## config.mk

```make
export PLATFORM = sky130hd
export DESIGN_NAME = lsu_rmw
export DESIGN_NICKNAME = d
export VERILOG_FILES = /design/src/rtl/lsu_rmw.sv
export SDC_FILE = /design/constraint.sdc
export NUM_CORES = 1
export LEC_CHECK = 0
export CORE_MARGIN = 2
export CORE_UTILIZATION = 49
export CTS_CLUSTER_SIZE = 16
export DETAILED_ROUTE_END_ITERATION = 10
export GPL_TIMING_DRIVEN = 0
export PLACE_DENSITY = 0.86
export SLEW_MARGIN = 20
export SYNTH_ARGS = -nofsm -noshare
export SYNTH_HDL_FRONTEND = slang
export SYNTH_SLANG_ARGS = --single-unit
```

## constraint.sdc

```tcl
create_clock -name clk -period 2.99 [get_ports clk]
set_input_delay 0.4485 -clock clk [delete_from_list [all_inputs] [get_ports clk]]
set_output_delay 0.4485 -clock clk [all_outputs]
set_load 0.01 [all_outputs]
```

## src/rtl/lsu_rmw.sv

```systemverilog
// Load/store unit with sub-word read-modify-write toward a word-wide data memory.
// Loads and word stores take one memory cycle; byte/halfword stores read, then merge and write.
module lsu_rmw #(
  parameter int MEM_WORDS = 256
) (
  input  logic        clk,
  input  logic        reset,
  input  logic        req_valid,
  input  logic        req_write,
  input  logic [1:0]  req_size,
  input  logic        req_signed,
  input  logic [31:0] req_addr,
  input  logic [31:0] req_wdata,
  output logic        stall,
  output logic        resp_valid,
  output logic [31:0] resp_rdata,
  output logic        fault,
  output logic        mem_read,
  output logic        mem_write,
  output logic [31:0] mem_address,
  output logic [31:0] mem_write_data,
  input  logic [31:0] mem_read_data
);

  typedef enum logic {IDLE, MERGE} state_t;

  state_t      state;
  logic [29:0] cap_waddr;
  logic [1:0]  cap_lane;
  logic        cap_half;
  logic [15:0] cap_wdata;
  logic [31:0] cap_word;

  logic        out_of_range;
  logic        req_fault;
  logic        idle_req;
  logic        is_load;
  logic        word_store;
  logic        sub_store;
  logic        in_merge;
  logic [31:0] merged;
  logic [7:0]  load_byte;
  logic [15:0] load_half;
  logic [31:0] load_data;

  assign out_of_range = {2'b00, req_addr[31:2]} >= 32'(MEM_WORDS);

  always_comb begin
    req_fault = 1'b0;
    case (req_size)
      2'b00:   req_fault = 1'b0;
      2'b01:   req_fault = req_addr[0];
      2'b10:   req_fault = |req_addr[1:0];
      default: req_fault = 1'b1;
    endcase
    if (out_of_range) req_fault = 1'b1;
  end

  // Reset gates every enable combinationally so it wins over a same-cycle request
  // and aborts a pending merge write.
  assign idle_req   = !reset && (state == IDLE) && req_valid && !req_fault;
  assign is_load    = idle_req && !req_write;
  assign word_store = idle_req && req_write && (req_size == 2'b10);
  assign sub_store  = idle_req && req_write && (req_size != 2'b10);
  assign in_merge   = !reset && (state == MERGE);

  always_comb begin
    merged = cap_word;
    if (cap_half) begin
      if (cap_lane[1]) merged[31:16] = cap_wdata;
      else             merged[15:0]  = cap_wdata;
    end else begin
      case (cap_lane)
        2'd0:    merged[7:0]   = cap_wdata[7:0];
        2'd1:    merged[15:8]  = cap_wdata[7:0];
        2'd2:    merged[23:16] = cap_wdata[7:0];
        default: merged[31:24] = cap_wdata[7:0];
      endcase
    end
  end

  assign mem_read       = is_load || sub_store;
  assign mem_write      = word_store || in_merge;
  assign stall          = sub_store;
  assign mem_address    = in_merge ? {cap_waddr, 2'b00} : {req_addr[31:2], 2'b00};
  assign mem_write_data = in_merge ? merged : req_wdata;

  always_comb begin
    case (req_addr[1:0])
      2'd0:    load_byte = mem_read_data[7:0];
      2'd1:    load_byte = mem_read_data[15:8];
      2'd2:    load_byte = mem_read_data[23:16];
      default: load_byte = mem_read_data[31:24];
    endcase
    load_half = req_addr[1] ? mem_read_data[31:16] : mem_read_data[15:0];
    case (req_size)
      2'b00:   load_data = {{24{req_signed & load_byte[7]}}, load_byte};
      2'b01:   load_data = {{16{req_signed & load_half[15]}}, load_half};
      default: load_data = mem_read_data;
    endcase
  end

  always_ff @(posedge clk) begin
    if (reset) begin
      state      <= IDLE;
      resp_valid <= 1'b0;
      resp_rdata <= 32'h0;
      fault      <= 1'b0;
      cap_waddr  <= 30'h0;
      cap_lane   <= 2'b00;
      cap_half   <= 1'b0;
      cap_wdata  <= 16'h0;
      cap_word   <= 32'h0;
    end else begin
      resp_valid <= is_load;
      fault      <= (state == IDLE) && req_valid && req_fault;
      if (is_load) resp_rdata <= load_data;
      case (state)
        IDLE: begin
          if (sub_store) begin
            cap_waddr <= req_addr[31:2];
            cap_lane  <= req_addr[1:0];
            cap_half  <= req_size[0];
            cap_wdata <= req_wdata[15:0];
            cap_word  <= mem_read_data;
            state     <= MERGE;
          end
        end
        default: state <= IDLE;
      endcase
    end
  end

endmodule
```

==> results.json <==
{
  "clockBufferDepth": 2,
  "cts_root_buffer": "clkbuf_16",
  "yosys_register_bits": 116,
  "grt_max_degree": 17,
  "cp.required_ps": 2540,
  "slew_headroom_pct": 58.19,
  "synth-warning-count": 0,
  "hold_class": "flop to flop",
  "start_kind": "input port",
  "cts_buffers": 17,
  "cts_sinks": 116,
  "std_cell_rows": 40,
  "nets": 1056,
  "dieArea_mm2": 0.01298,
  "worst_pin_slew_ps": 627.1,
  "initial_utilization_pct": 49.72,
  "area_growth_pct": 49.80,
  "r2r_slack_ps": 1110,
  "dr.pass1.iters": 5,
  "worstHoldStart": "cap_waddr[4]$_SDFFE_PP0P_",
  "worstPathMaxFanout": 3,
  "clock.fmax_mhz": 343.2,
  "worstPathArrival_ps": 2470,
  "path_cells": "clkdlybuf4s50_1, nor4_4, nand4_1, nor3_2, and3_1, clkdlybuf4s50_1",
  "p_leak_nw": 3.413,
  "final_cell_count_no_fill": 1113,
  "switching_share_pct": 22.82,
  "cts_tree": "done",
  "ys_top_cells_by_area": "dfxtp_1, nand2_1, mux2i_1, mux2_2, a21oi_1",
  "maxCapViolCount": 0,
  "synth_edf_count": 0,
  "detail-route-antenna-nets": 0,
  "routed-wl-met2_um": 9501,
  "wl_met3_um": 2180,
  "io_buffer_count": 200,
  "ir_drop_uv": 312.7,
  "crit_top_cell": "clkdlybuf4s50_1",
  "grt_pass1_wl_um": 31510,
  "routed-via-count": 6309,
  "coreArea_mm2": 0.01191,
  "wl_um": 20400,
  "reg2reg_depth": 8,
  "slowest_stage": "clkdlybuf4s50_1",
  "rr_startpoint": "state$_SDFF_PP0_",
  "rsz0062_at_grt": "false",
  "finalCriticalPeriod_ps": 2914,
  "dp_cells": 1079,
  "wl_per_cell_um": 18.33,
  "boundaryPins": 204,
  "drt_first_iter_violations": 670,
  "path_clk_slew_ps": 60,
  "power_density_mw_per_mm2": 475.8,
  "whs_path_depth": 2,
  "power.internal_mw": 3.258,
  "fp.dieW_um": 113.9,
  "power_frac_seq_pct": 36.7,
  "via_per_inst": 5.668,
  "hold_viol": 0,
  "synthFlopType": "dfxtp_1",
  "synth_cells": 731,
  "yosysSeqAreaShare_pct": 39.21,
  "wl_met1_um": 8156,
  "h-tree-depth": 4,
  "total_power_mw": 4.221,
  "grt.total_usage_pct": 31.31,
  "overflow": 0,
  "synth_area_per_cell_um2": 8.101,
  "clkPwrFrac_pct": 51.6,
  "insertedDiodeCount": 0,
  "antenna_found_initial": 0,
  "setup_viol": 0,
  "die_y_um": 113.9,
  "synth_common_cells": "nand2_1, dfxtp_1, a21oi_1",
  "place_ws_ps": -503.0,
  "holdPathEnd": "cap_waddr[4]$_SDFFE_PP0P_",
  "clock_skew_ps": 5.408,
  "route.detailed.drc": 0,
  "syn_area_mm2": 0.005922,
  "highest_layer": "met4",
  "r2r_end": "cap_waddr[18]$_SDFFE_PP0P_",
  "grt_pass1_vias": 6029,
  "critPathKind": "input port to output port",
  "p_switching_mw": 0.9631,
  "status": "complete, no violations",
  "slew_viol_final": 0,
  "combPwrFrac_pct": 11.8,
  "dp_hpwl_um": 15010,
  "fin_crit_sh_pct": 97.45,
  "crit_path_max_incr_delay_ps": 550,
  "setup_ws_ps": 76.33,
  "drive_gt1_share_pct": 12.32,
  "yosysMostFrequentCell": "nand2_1",
  "synth_top_area_cell": "dfxtp_1",
  "async_flop_share_pct": 0,
  "clk_latency_ps": 420,
  "place_congestion": 0.9499,
  "fin_tns_setup_ps": 0,
  "holdWs_ps": 451.2,
  "yosysUniqueCellTypes": 47,
  "end_kind": "output port",
  "synth_top_cell_area_share_pct": 39.21
}
[worst max-delay path: cells and delay by family]
family                 cells  cell delay, ps
buffers and inverters      2            1030
AND/OR/NAND/NOR            4             990
[cell type report]
type / count / area, um^2
multi-input cells: 543 / 3312
well taps: 147 / 183.9
repair buffers: 202 / 2024
clock inverters: 12 / 178.9
fillers: 869 / 3040
clock buffers: 20 / 456.7
flip-flops and latches: 116 / 2322
inverters: 13 / 48.80
plain buffers: 60 / 344.1
[power groups by stage]
| stage | combinational (mW) | sequential [mW] | clock (mW) |
|---|---|---|---|
| floorplan | 0.180 | 1.58 | 0 |
| global placement | 0.474 | 1.58 | 0 |
| detailed placement | 0.477 | 1.58 | 0 |
| CTS | 0.489 | 1.55 | 2.18 |
| global route | 0.525 | 1.55 | 2.25 |
| finish | 0.497 | 1.55 | 2.18 |
[registers in the layout, indices dropped and copies added (netlist names)]
register / cells
resp_valid: 1
resp_rdata: 32
fault: 1
cap_half: 1
state: 1
cap_word: 32
cap_lane: 2
cap_wdata: 16
cap_waddr: 30
[layer usage]
layer / GRT usage, % / vias to the layer above
li1: - / 2972
met4: 12.36 / 0
met5: 0 / -
met2: 49.72 / 375
met3: 8.980 / 50
met1: 40.31 / 2912
[placed cells by master (no fill, tap or decap), drive strengths merged, types with 2 or more instances in the layout]
| cell type | instances |
|---|---|
| conb | 2 |
| clkinvlp | 3 |
| inv | 13 |
| nand2b | 8 |
| a22oi | 6 |
| and2 | 23 |
| mux2 | 39 |
| o21ai | 54 |
| mux2i | 46 |
| dfxtp | 116 |
| nand4 | 2 |
| clkinv | 5 |
| bufinv | 4 |
| nor2b | 12 |
| nand2 | 170 |
| nor2 | 47 |
| o22ai | 3 |
| buf | 24 |
| clkdlybuf4s50 | 194 |
| o2bb2ai | 4 |
| a32o | 4 |
| nor4 | 13 |
| a221o | 12 |
| a21oi | 68 |
| dlymetal6s2s | 4 |
| a22o | 10 |
| and3 | 2 |
| dlygate4sd2 | 2 |
| clkbuf | 58 |
| a221oi | 5 |
[stage by stage]
step	util [%]	area (um^2)
final	74.47	8871
after detailed placement	68.10	8112
after global placement	68.10	8112
after floorplan	-	5926
after global routing	74.47	8871
after CTS	74.26	8846
[cell families after synthesis]
| logic type | share of synthesized area [%] |
|---|---|
| other | 0.06332 |
| and+or+nand+nor | 21.70 |
| DFF | 39.21 |
| muxes | 15.19 |
| buffers and inverters | 6.021 |
| AOI/OAI and AO/OA | 17.81 |
[how the worst max path moves through the flow]
stage | startpoint | slack [ps] | endpoint
after floorplan | reset | 1040 | mem_address[15]
after global placement | reset | -470 | mem_write_data[18]
after detailed placement | reset | -500 | mem_address[29]
after CTS | reset | 2 | mem_address[30]
after global routing | cap_half$_SDFFE_PP0P_ | 20 | mem_write_data[7]
final | req_addr[11] | 80 | mem_read
[repair_timing]
item,CTS,global route
hold endpoints to repair,0,0
resized for setup,24,15
pin swaps,2,2
setup buffers,2,0
endpoints found under the setup margin,65,47
hold buffers,0,0
Note: power is estimated with default switching activity, not from simulation.
